**config.mk**
```make
export PLATFORM = sky130hd
export DESIGN_NAME = riscv_core_dcache_writeback_buffer
export DESIGN_NICKNAME = d
export VERILOG_FILES = /design/src/rtl/riscv_core_dcache_pkg.sv /design/src/rtl/riscv_core_sync_fifo.sv /design/src/rtl/riscv_core_dcache_writeback_buffer.sv
export SDC_FILE = /design/constraint.sdc
export NUM_CORES = 1
export LEC_CHECK = 0
export ABC_AREA = 0
export BUFFER_PORTS_ARGS = -buffer_cell sky130_fd_sc_hd__clkbuf_2
export CORE_ASPECT_RATIO = 0.8
export CORE_MARGIN = 3
export CORE_UTILIZATION = 30
export DETAILED_ROUTE_END_ITERATION = 7
export PLACE_DENSITY = 0.56
export REMOVE_ABC_BUFFERS = 1
export SETUP_SLACK_MARGIN = 0.3
export SLEW_MARGIN = 5
export SYNTH_ARGS = -nofsm -noshare
export SYNTH_HDL_FRONTEND = slang
export SYNTH_SLANG_ARGS = --single-unit
```
**constraint.sdc**
```tcl
create_clock -name i_clk -period 44 [get_ports i_clk]
set_clock_uncertainty 0.2 [all_clocks]
set_input_delay 2.2 -clock i_clk [delete_from_list [all_inputs] [get_ports i_clk]]
set_output_delay 2.2 -clock i_clk [all_outputs]
set_load 0.02 [all_outputs]
```
**src/rtl/riscv_core_dcache_pkg.sv**
```systemverilog
// Shared constants for the D-cache write-back path: AXI encodings, line geometry and the
// write-back FSM state encoding.
package riscv_core_dcache_pkg;

  localparam int unsigned LINE_LSB = 5;

  localparam logic [1:0] AXI_BURST_INCR  = 2'b01;
  localparam logic [1:0] AXI_RESP_OKAY   = 2'b00;
  localparam logic [1:0] AXI_RESP_EXOKAY = 2'b01;
  localparam logic [1:0] AXI_RESP_SLVERR = 2'b10;
  localparam logic [1:0] AXI_RESP_DECERR = 2'b11;

  typedef logic [1:0] wb_state_e;
  localparam wb_state_e WB_IDLE = 2'd0;
  localparam wb_state_e WB_SEND = 2'd1;
  localparam wb_state_e WB_RESP = 2'd2;

endpackage

```
**src/rtl/riscv_core_sync_fifo.sv**
```systemverilog
// Synchronous FIFO with per-entry valid bits and raw storage exposed so the owner can
// search queued entries. Push is refused when full, regardless of a same-cycle pop.
module riscv_core_sync_fifo #(
  parameter int unsigned Width = 8,
  parameter int unsigned Depth = 4
) (
  input  logic                         clk_i,
  input  logic                         rst_i,
  input  logic                         push_i,
  input  logic [Width-1:0]             data_i,
  input  logic                         pop_i,
  output logic                         full_o,
  output logic                         empty_o,
  output logic [$clog2(Depth+1)-1:0]   count_o,
  output logic [Width-1:0]             head_o,
  output logic [Depth-1:0]             valid_o,
  output logic [Depth-1:0][Width-1:0]  entries_o
);

  localparam int unsigned PtrW = $clog2(Depth);
  localparam int unsigned CntW = $clog2(Depth + 1);

  logic [PtrW-1:0]            wr_ptr_q, wr_ptr_d;
  logic [PtrW-1:0]            rd_ptr_q, rd_ptr_d;
  logic [CntW-1:0]            count_q, count_d;
  logic [Depth-1:0]           valid_q, valid_d;
  logic [Depth-1:0][Width-1:0] mem_q;
  logic                       push_en, pop_en;

  assign full_o    = (count_q == CntW'(Depth));
  assign empty_o   = (count_q == '0);
  assign count_o   = count_q;
  assign head_o    = mem_q[rd_ptr_q];
  assign valid_o   = valid_q;
  assign entries_o = mem_q;

  assign push_en = push_i && !full_o;
  assign pop_en  = pop_i && !empty_o;

  // Depth is a power of two, so pointer arithmetic wraps on its own.
  always_comb begin
    wr_ptr_d = wr_ptr_q + PtrW'(push_en);
    rd_ptr_d = rd_ptr_q + PtrW'(pop_en);
    count_d  = count_q + CntW'(push_en) - CntW'(pop_en);
    valid_d  = valid_q;
    if (pop_en)  valid_d[rd_ptr_q] = 1'b0;
    if (push_en) valid_d[wr_ptr_q] = 1'b1;
  end

  always_ff @(posedge clk_i) begin
    if (rst_i) begin
      wr_ptr_q <= '0;
      rd_ptr_q <= '0;
      count_q  <= '0;
      valid_q  <= '0;
    end else begin
      wr_ptr_q <= wr_ptr_d;
      rd_ptr_q <= rd_ptr_d;
      count_q  <= count_d;
      valid_q  <= valid_d;
    end
  end

  always_ff @(posedge clk_i) begin
    if (push_en) mem_q[wr_ptr_q] <= data_i;
  end

endmodule

```
**src/rtl/riscv_core_dcache_writeback_buffer.sv**
```systemverilog
// Queues evicted dirty D-cache lines and writes each back as a single-beat AXI4 burst;
// also reports whether a refill address hits a line still queued or in flight.
module riscv_core_dcache_writeback_buffer #(
  parameter int unsigned ADDR_WIDTH     = 64,
  parameter int unsigned AXI_DATA_WIDTH = 256,
  parameter int unsigned DEPTH          = 4,
  parameter int unsigned LINE_LSB       = riscv_core_dcache_pkg::LINE_LSB
) (
  input  logic                          i_clk,
  input  logic                          i_rst,
  input  logic                          i_evict_valid,
  output logic                          o_evict_ready,
  input  logic [ADDR_WIDTH-1:0]         i_evict_addr,
  input  logic [AXI_DATA_WIDTH-1:0]     i_evict_block,
  input  logic [ADDR_WIDTH-1:0]         i_lookup_addr,
  output logic                          o_lookup_hit,
  output logic                          o_awvalid,
  input  logic                          i_awready,
  output logic [ADDR_WIDTH-1:0]         o_awaddr,
  output logic [7:0]                    o_awlen,
  output logic [2:0]                    o_awsize,
  output logic [1:0]                    o_awburst,
  output logic                          o_wvalid,
  input  logic                          i_wready,
  output logic [AXI_DATA_WIDTH-1:0]     o_wdata,
  output logic [AXI_DATA_WIDTH/8-1:0]   o_wstrb,
  output logic                          o_wlast,
  input  logic                          i_bvalid,
  output logic                          o_bready,
  input  logic [1:0]                    i_bresp,
  output logic                          o_empty,
  output logic                          o_err
);
  import riscv_core_dcache_pkg::*;

  localparam int unsigned TagW   = ADDR_WIDTH - LINE_LSB;
  localparam int unsigned EntryW = TagW + AXI_DATA_WIDTH;
  localparam int unsigned CntW   = $clog2(DEPTH + 1);

  wb_state_e                     state_q, state_d;
  logic                          aw_done_q, aw_done_d;
  logic                          w_done_q, w_done_d;
  logic                          err_q, err_d;
  logic                          pop;
  logic                          push_fire, aw_hs, w_hs;
  logic                          fifo_full, fifo_empty;
  logic [CntW-1:0]               fifo_count;
  logic [EntryW-1:0]             fifo_head;
  logic [DEPTH-1:0]              fifo_valid;
  logic [DEPTH-1:0][EntryW-1:0]  fifo_entries;
  logic                          unused_bits;

  riscv_core_sync_fifo #(
    .Width (EntryW),
    .Depth (DEPTH)
  ) u_fifo (
    .clk_i     (i_clk),
    .rst_i     (i_rst),
    .push_i    (i_evict_valid),
    .data_i    ({i_evict_addr[ADDR_WIDTH-1:LINE_LSB], i_evict_block}),
    .pop_i     (pop),
    .full_o    (fifo_full),
    .empty_o   (fifo_empty),
    .count_o   (fifo_count),
    .head_o    (fifo_head),
    .valid_o   (fifo_valid),
    .entries_o (fifo_entries)
  );

  assign o_evict_ready = !fifo_full;
  assign push_fire     = i_evict_valid && !fifo_full;
  assign o_empty       = fifo_empty;
  assign o_err         = err_q;

  assign o_awvalid = (state_q == WB_SEND) && !aw_done_q;
  assign o_wvalid  = (state_q == WB_SEND) && !w_done_q;
  assign o_bready  = (state_q == WB_RESP);
  assign aw_hs     = o_awvalid && i_awready;
  assign w_hs      = o_wvalid && i_wready;

  assign o_awaddr  = {fifo_head[EntryW-1:AXI_DATA_WIDTH], {LINE_LSB{1'b0}}};
  assign o_awlen   = 8'd0;
  assign o_awsize  = 3'($clog2(AXI_DATA_WIDTH / 8));
  assign o_awburst = AXI_BURST_INCR;
  assign o_wdata   = fifo_head[AXI_DATA_WIDTH-1:0];
  assign o_wstrb   = '1;
  assign o_wlast   = 1'b1;

  assign unused_bits = ^{i_evict_addr[LINE_LSB-1:0], i_lookup_addr[LINE_LSB-1:0], i_bresp[0]};

  always_comb begin
    o_lookup_hit = 1'b0;
    for (int i = 0; i < int'(DEPTH); i++) begin
      if (fifo_valid[i] &&
          fifo_entries[i][EntryW-1:AXI_DATA_WIDTH] == i_lookup_addr[ADDR_WIDTH-1:LINE_LSB]) begin
        o_lookup_hit = 1'b1;
      end
    end
  end

  always_comb begin
    state_d   = state_q;
    aw_done_d = aw_done_q;
    w_done_d  = w_done_q;
    err_d     = err_q;
    pop       = 1'b0;
    case (state_q)
      WB_IDLE: if (!fifo_empty) state_d = WB_SEND;
      WB_SEND: begin
        aw_done_d = aw_done_q || aw_hs;
        w_done_d  = w_done_q || w_hs;
        if (aw_done_d && w_done_d) begin
          state_d   = WB_RESP;
          aw_done_d = 1'b0;
          w_done_d  = 1'b0;
        end
      end
      WB_RESP: begin
        if (i_bvalid) begin
          pop = 1'b1;
          if (i_bresp[1]) err_d = 1'b1;
          // Occupancy after this pop, counting a push landing in the same cycle.
          state_d = (fifo_count > CntW'(1) || push_fire) ? WB_SEND : WB_IDLE;
        end
      end
      default: state_d = WB_IDLE;
    endcase
  end

  always_ff @(posedge i_clk) begin
    if (i_rst) begin
      state_q   <= WB_IDLE;
      aw_done_q <= 1'b0;
      w_done_q  <= 1'b0;
      err_q     <= 1'b0;
    end else begin
      state_q   <= state_d;
      aw_done_q <= aw_done_d;
      w_done_q  <= w_done_d;
      err_q     <= err_d;
    end
  end

endmodule

```
==> flow_results.org <==
** Floorplan
- Num ports :: 765
- Overall die area :: 0.169 mm²
- After floorplanning, the core was divided into 132 placement rows.
- Initial standard-cell utilization of the core :: 0.303
- The total area inside the core boundary comes to 0.162 mm².
- From bottom edge to top edge, the die measures 368 µm.
- Measured along the x axis, the die boundary spans 459 µm.

** Route
- The first routing iteration left 2037 violations.
- Routed wire length :: 133 mm
- After detailed routing, the average wire length per cell comes to 25.6 µm.
- Total via count after detailed routing :: 24700
- Drt drc :: 0
- Vias per cell :: 4.74
- Pre-antenna DRT Iters :: 5
- Remaining antenna violation count :: 0

** Flow run
- Number of maximum-capacitance constraint violations :: 0

** Power and ir drop
- Max IR drop VDD :: 0.0443 mV
- In this run the static leakage power is 0.0197 µW.
- Dividing total power by cell area gives a power density of 51.3 mW/mm².

** CTS
- Hold repair after CTS inserted 0 buffers.
- TritonCTS built the clock tree.
- Number of buffers created by CTS :: 134
- Number of sinks handled by clock tree synthesis :: 1276
- Cell at the root of the clock tree :: sky130_fd_sc_hd__clkbuf_16
- In this run, post-CTS repair resized a total of 0 instances.
- Clock network latency to the later pin of the worst-skew pair :: 0.73 ns
- Buffers added to address setup during post-CTS repair amount to 0.
- CTS max path bufs :: 3
- H-tree levels :: 4
- After clock tree synthesis, the clock-pin slew on the worst setup and hold paths is 0.06 ns.

** Worst setup path
- Required time at the worst-slack endpoint :: 41.60 ns
- STA classifies the critical path endpoint as an output port.
- STA puts the critical path data arrival time at 5.27 ns.
- Measured in cells, the most critical reg-to-reg path has a length of 8.
- Of all nets on the critical path, the largest fanout is 55.
- The critical path is of the flop to output port type.
- Startpoint Class :: flop

** STA
- The worst path in the final design needs a cycle of 7.67 ns, including I/O delays and setup.
- Setup repair after global routing left no endpoint under its margin.
- Setup violations remaining at the end of the flow were counted as 0.
- In the finished design, the share of the clock period the worst path needs comes to 0.174.
- Slew Viols, Final :: 0
- Transition at the pin with the smallest max-transition slack :: 1.03 ns
- Fin Setup TNS :: 0 ns
- Measured against its own limit, the worst slew margin works out to 0.311.
- Hold violation count in the final report :: 0
- Peak Freq :: 130 MHz

** Logic synthesis
- Synthesis warning total :: 0
- Of the synthesized area, sequential elements account for 0.776.
- Of the post-synthesis cell area, the dominant cell type holds 0.770.
- Post-Synthesis Cells :: 2174
- Yosys mapped the design onto 43 distinct sky130hd cell types.
- Summed over all instances, the cell type with the most area after synthesis is sky130_fd_sc_hd__edfxtp_1.
- Number of synthesized register bits :: 1276
- Largest cells by area after synthesis :: sky130_fd_sc_hd__edfxtp_1 77%, sky130_fd_sc_hd__mux4_2 14%, sky130_fd_sc_hd__xnor2_1 1.8%, sky130_fd_sc_hd__xor2_1 1.4%, sky130_fd_sc_hd__buf_4 0.79%
- The mapped netlist covers 0.0492 mm².
- A synthesized cell averages 22.6 µm².

** Cells and area
- Ratio of cells with drive above 1 in the final layout :: 0.407
- Commonest cells after routing, fill and taps aside :: 1260 x sky130_fd_sc_hd__edfxtp_1, 702 x sky130_fd_sc_hd__clkbuf_2, 315 x sky130_fd_sc_hd__mux4_2, 136 x sky130_fd_sc_hd__clkbuf_16, 102 x sky130_fd_sc_hd__xnor2_1
- Total number of nets in the final design :: 3349
- Core occupancy in the finished layout :: 0.365
- Leaving out fill and tap cells, the most frequent cell in the layout is sky130_fd_sc_hd__edfxtp_1.
- Final Instance Area :: 0.0593 mm²
- Layout overhead on the synthesized area :: 20.6%
- Area taken by multi-input logic gates :: 0.0102 mm²
- Sequential standard cell area :: 0.0382 mm²
- Count of fill cells added during filler insertion :: 15100

** Min path
- Worst hold path depth :: 2
- The path class of the tightest hold or removal check is flop to flop.

** Placement
- The wire-length estimate of the detail-placed layout is 91.1 mm.
- Routability-driven placement finished with a final weighted congestion of 0.883.
- The placed instances occupy a cell area of 0.0551 mm².
- During placement, the flow inserted port buffers numbering 702.

** GRT
- Total global routing track utilization :: 0.155
- The number of global-route vias before repair was 25300.
- Global-route wire length before repair :: 189 mm
- Number of antenna violations at the first check in global routing :: 51
- Global routing finished with a remaining overflow of 0.
- Maximum number of pins on one net before global-route repair :: 109

** Status
- Status :: completed
routing by layer:
layer  routed length [µm]  global-route usage
met5                   92                   0
met4                 2350              0.0341
met3                11200              0.0537
met2                67900               0.264
met1                51600               0.191
flip-flops by register name, summed over array words and instances (netlist names):
register          cells
aw_done_q             1
u_fifo.wr_ptr_q       2
u_fifo.count_o        3
u_fifo.rd_ptr_q       2
u_fifo.entries_o   1260
u_fifo.valid_o        4
w_done_q              1
state_q               2
o_err                 1
synthesized netlist by cell type:
| library cell | n |
|---|---|
| sky130_fd_sc_hd__a22o_1 | 3 |
| sky130_fd_sc_hd__inv_2 | 5 |
| sky130_fd_sc_hd__or4_1 | 2 |
| sky130_fd_sc_hd__a21boi_0 | 1 |
| sky130_fd_sc_hd__nand3b_1 | 1 |
| sky130_fd_sc_hd__a31oi_1 | 2 |
| sky130_fd_sc_hd__a21oi_1 | 8 |
| sky130_fd_sc_hd__o2bb2ai_1 | 14 |
| sky130_fd_sc_hd__nor3_1 | 8 |
| sky130_fd_sc_hd__o21ai_0 | 3 |
| sky130_fd_sc_hd__clkbuf_1 | 26 |
| sky130_fd_sc_hd__nor3b_1 | 1 |
| sky130_fd_sc_hd__xnor2_1 | 102 |
| sky130_fd_sc_hd__nor2b_1 | 6 |
| sky130_fd_sc_hd__a222oi_1 | 3 |
| sky130_fd_sc_hd__conb_1 | 2 |
| sky130_fd_sc_hd__or3b_1 | 1 |
| sky130_fd_sc_hd__a221oi_1 | 4 |
| sky130_fd_sc_hd__nand4_2 | 1 |
| sky130_fd_sc_hd__xor2_1 | 79 |
| sky130_fd_sc_hd__and3_1 | 3 |
| sky130_fd_sc_hd__buf_4 | 52 |
| sky130_fd_sc_hd__inv_1 | 50 |
| sky130_fd_sc_hd__dfxtp_1 | 16 |
| sky130_fd_sc_hd__edfxtp_1 | 1260 |
| sky130_fd_sc_hd__nor4_1 | 33 |
| sky130_fd_sc_hd__nand3_1 | 4 |
| sky130_fd_sc_hd__a2bb2oi_1 | 3 |
| sky130_fd_sc_hd__ha_1 | 5 |
| sky130_fd_sc_hd__and4_1 | 1 |
| sky130_fd_sc_hd__nand2b_1 | 4 |
| sky130_fd_sc_hd__nand2_1 | 7 |
| sky130_fd_sc_hd__nand4_1 | 33 |
| sky130_fd_sc_hd__clkbuf_2 | 2 |
| sky130_fd_sc_hd__a22oi_1 | 7 |
| sky130_fd_sc_hd__nor2_1 | 19 |
| sky130_fd_sc_hd__buf_2 | 49 |
| sky130_fd_sc_hd__mux4_2 | 315 |
| sky130_fd_sc_hd__o22ai_1 | 21 |
| sky130_fd_sc_hd__fa_1 | 1 |
| sky130_fd_sc_hd__a221o_1 | 1 |
| sky130_fd_sc_hd__buf_1 | 15 |
| sky130_fd_sc_hd__nand4bb_1 | 1 |
cell families (layout without fill, tap and decap cells):
kind of cell               Yosys count  in the layout  synth area share
AOI/OAI and AO/OA                   70             70            0.0104
xor gates and xnor gates           181            181            0.0322
muxes                              315            315             0.144
other                                2             68          0.000153
buffers and inverters              199           1019            0.0205
DFF                               1276           1276             0.776
adders and majority gates            6              6           0.00168
and+or+nand+nor                    125            125            0.0147
metrics by stage:
stage	power [µW]	setup slack [ns]	cells	hold slack, ns
5_1_grt	3170	36.05	5192	0.343
3_3_place_gp	1980	37.01	4959	0.276
3_5_place_dp	1990	36.99	4959	0.289
4_1_cts	3090	36.16	5187	0.298
2_1_floorplan	1870	18.91	2079	0.248
6_report	3040	36.33	5204	0.299
worst paths after layout:
| kind | startpoint | end | slack, ns |
|---|---|---|---|
| worst max register to register | u_fifo.count_o[2]$_SDFF_PP0_ | u_fifo.entries_o[1032]$_DFFE_PP_ | 39.09 |
| worst min register to register | u_fifo.valid_o[1]$_SDFF_PP0_ | u_fifo.valid_o[1]$_SDFF_PP0_ | 0.30 |
| worst min-delay path | u_fifo.valid_o[1]$_SDFF_PP0_ | u_fifo.valid_o[1]$_SDFF_PP0_ | 0.30 |
| worst max-delay path | u_fifo.rd_ptr_q[1]$_SDFF_PP0_ | o_wdata[150] | 36.33 |
critical path: stages (launching register included):
cell	delay, ns
sky130_fd_sc_hd__dfxtp_4	0.80
sky130_fd_sc_hd__buf_4	0.77
sky130_fd_sc_hd__buf_4	0.60
sky130_fd_sc_hd__buf_4	0.75
sky130_fd_sc_hd__buf_4	0.72
sky130_fd_sc_hd__mux4_2	0.44
sky130_fd_sc_hd__clkbuf_2	0.21
power by group:
group	switching, µW	internal, µW	leakage, µW
sequential	35.9	1490	0.0117
combinational	290	137	0.00598
clock	470	622	0.00203
final cells by class:
type | count | share of cell area
diodes | 17 | 0.000717
clock buffers | 164 | 0.0597
clock inverters | 64 | 0.0110
inverters | 55 | 0.00361
multi-input cells | 748 | 0.172
flip-flops and latches | 1276 | 0.644
well taps | 2144 | 0.0452
repair buffers | 736 | 0.0642
Note: power is estimated with default switching activity, not from simulation.
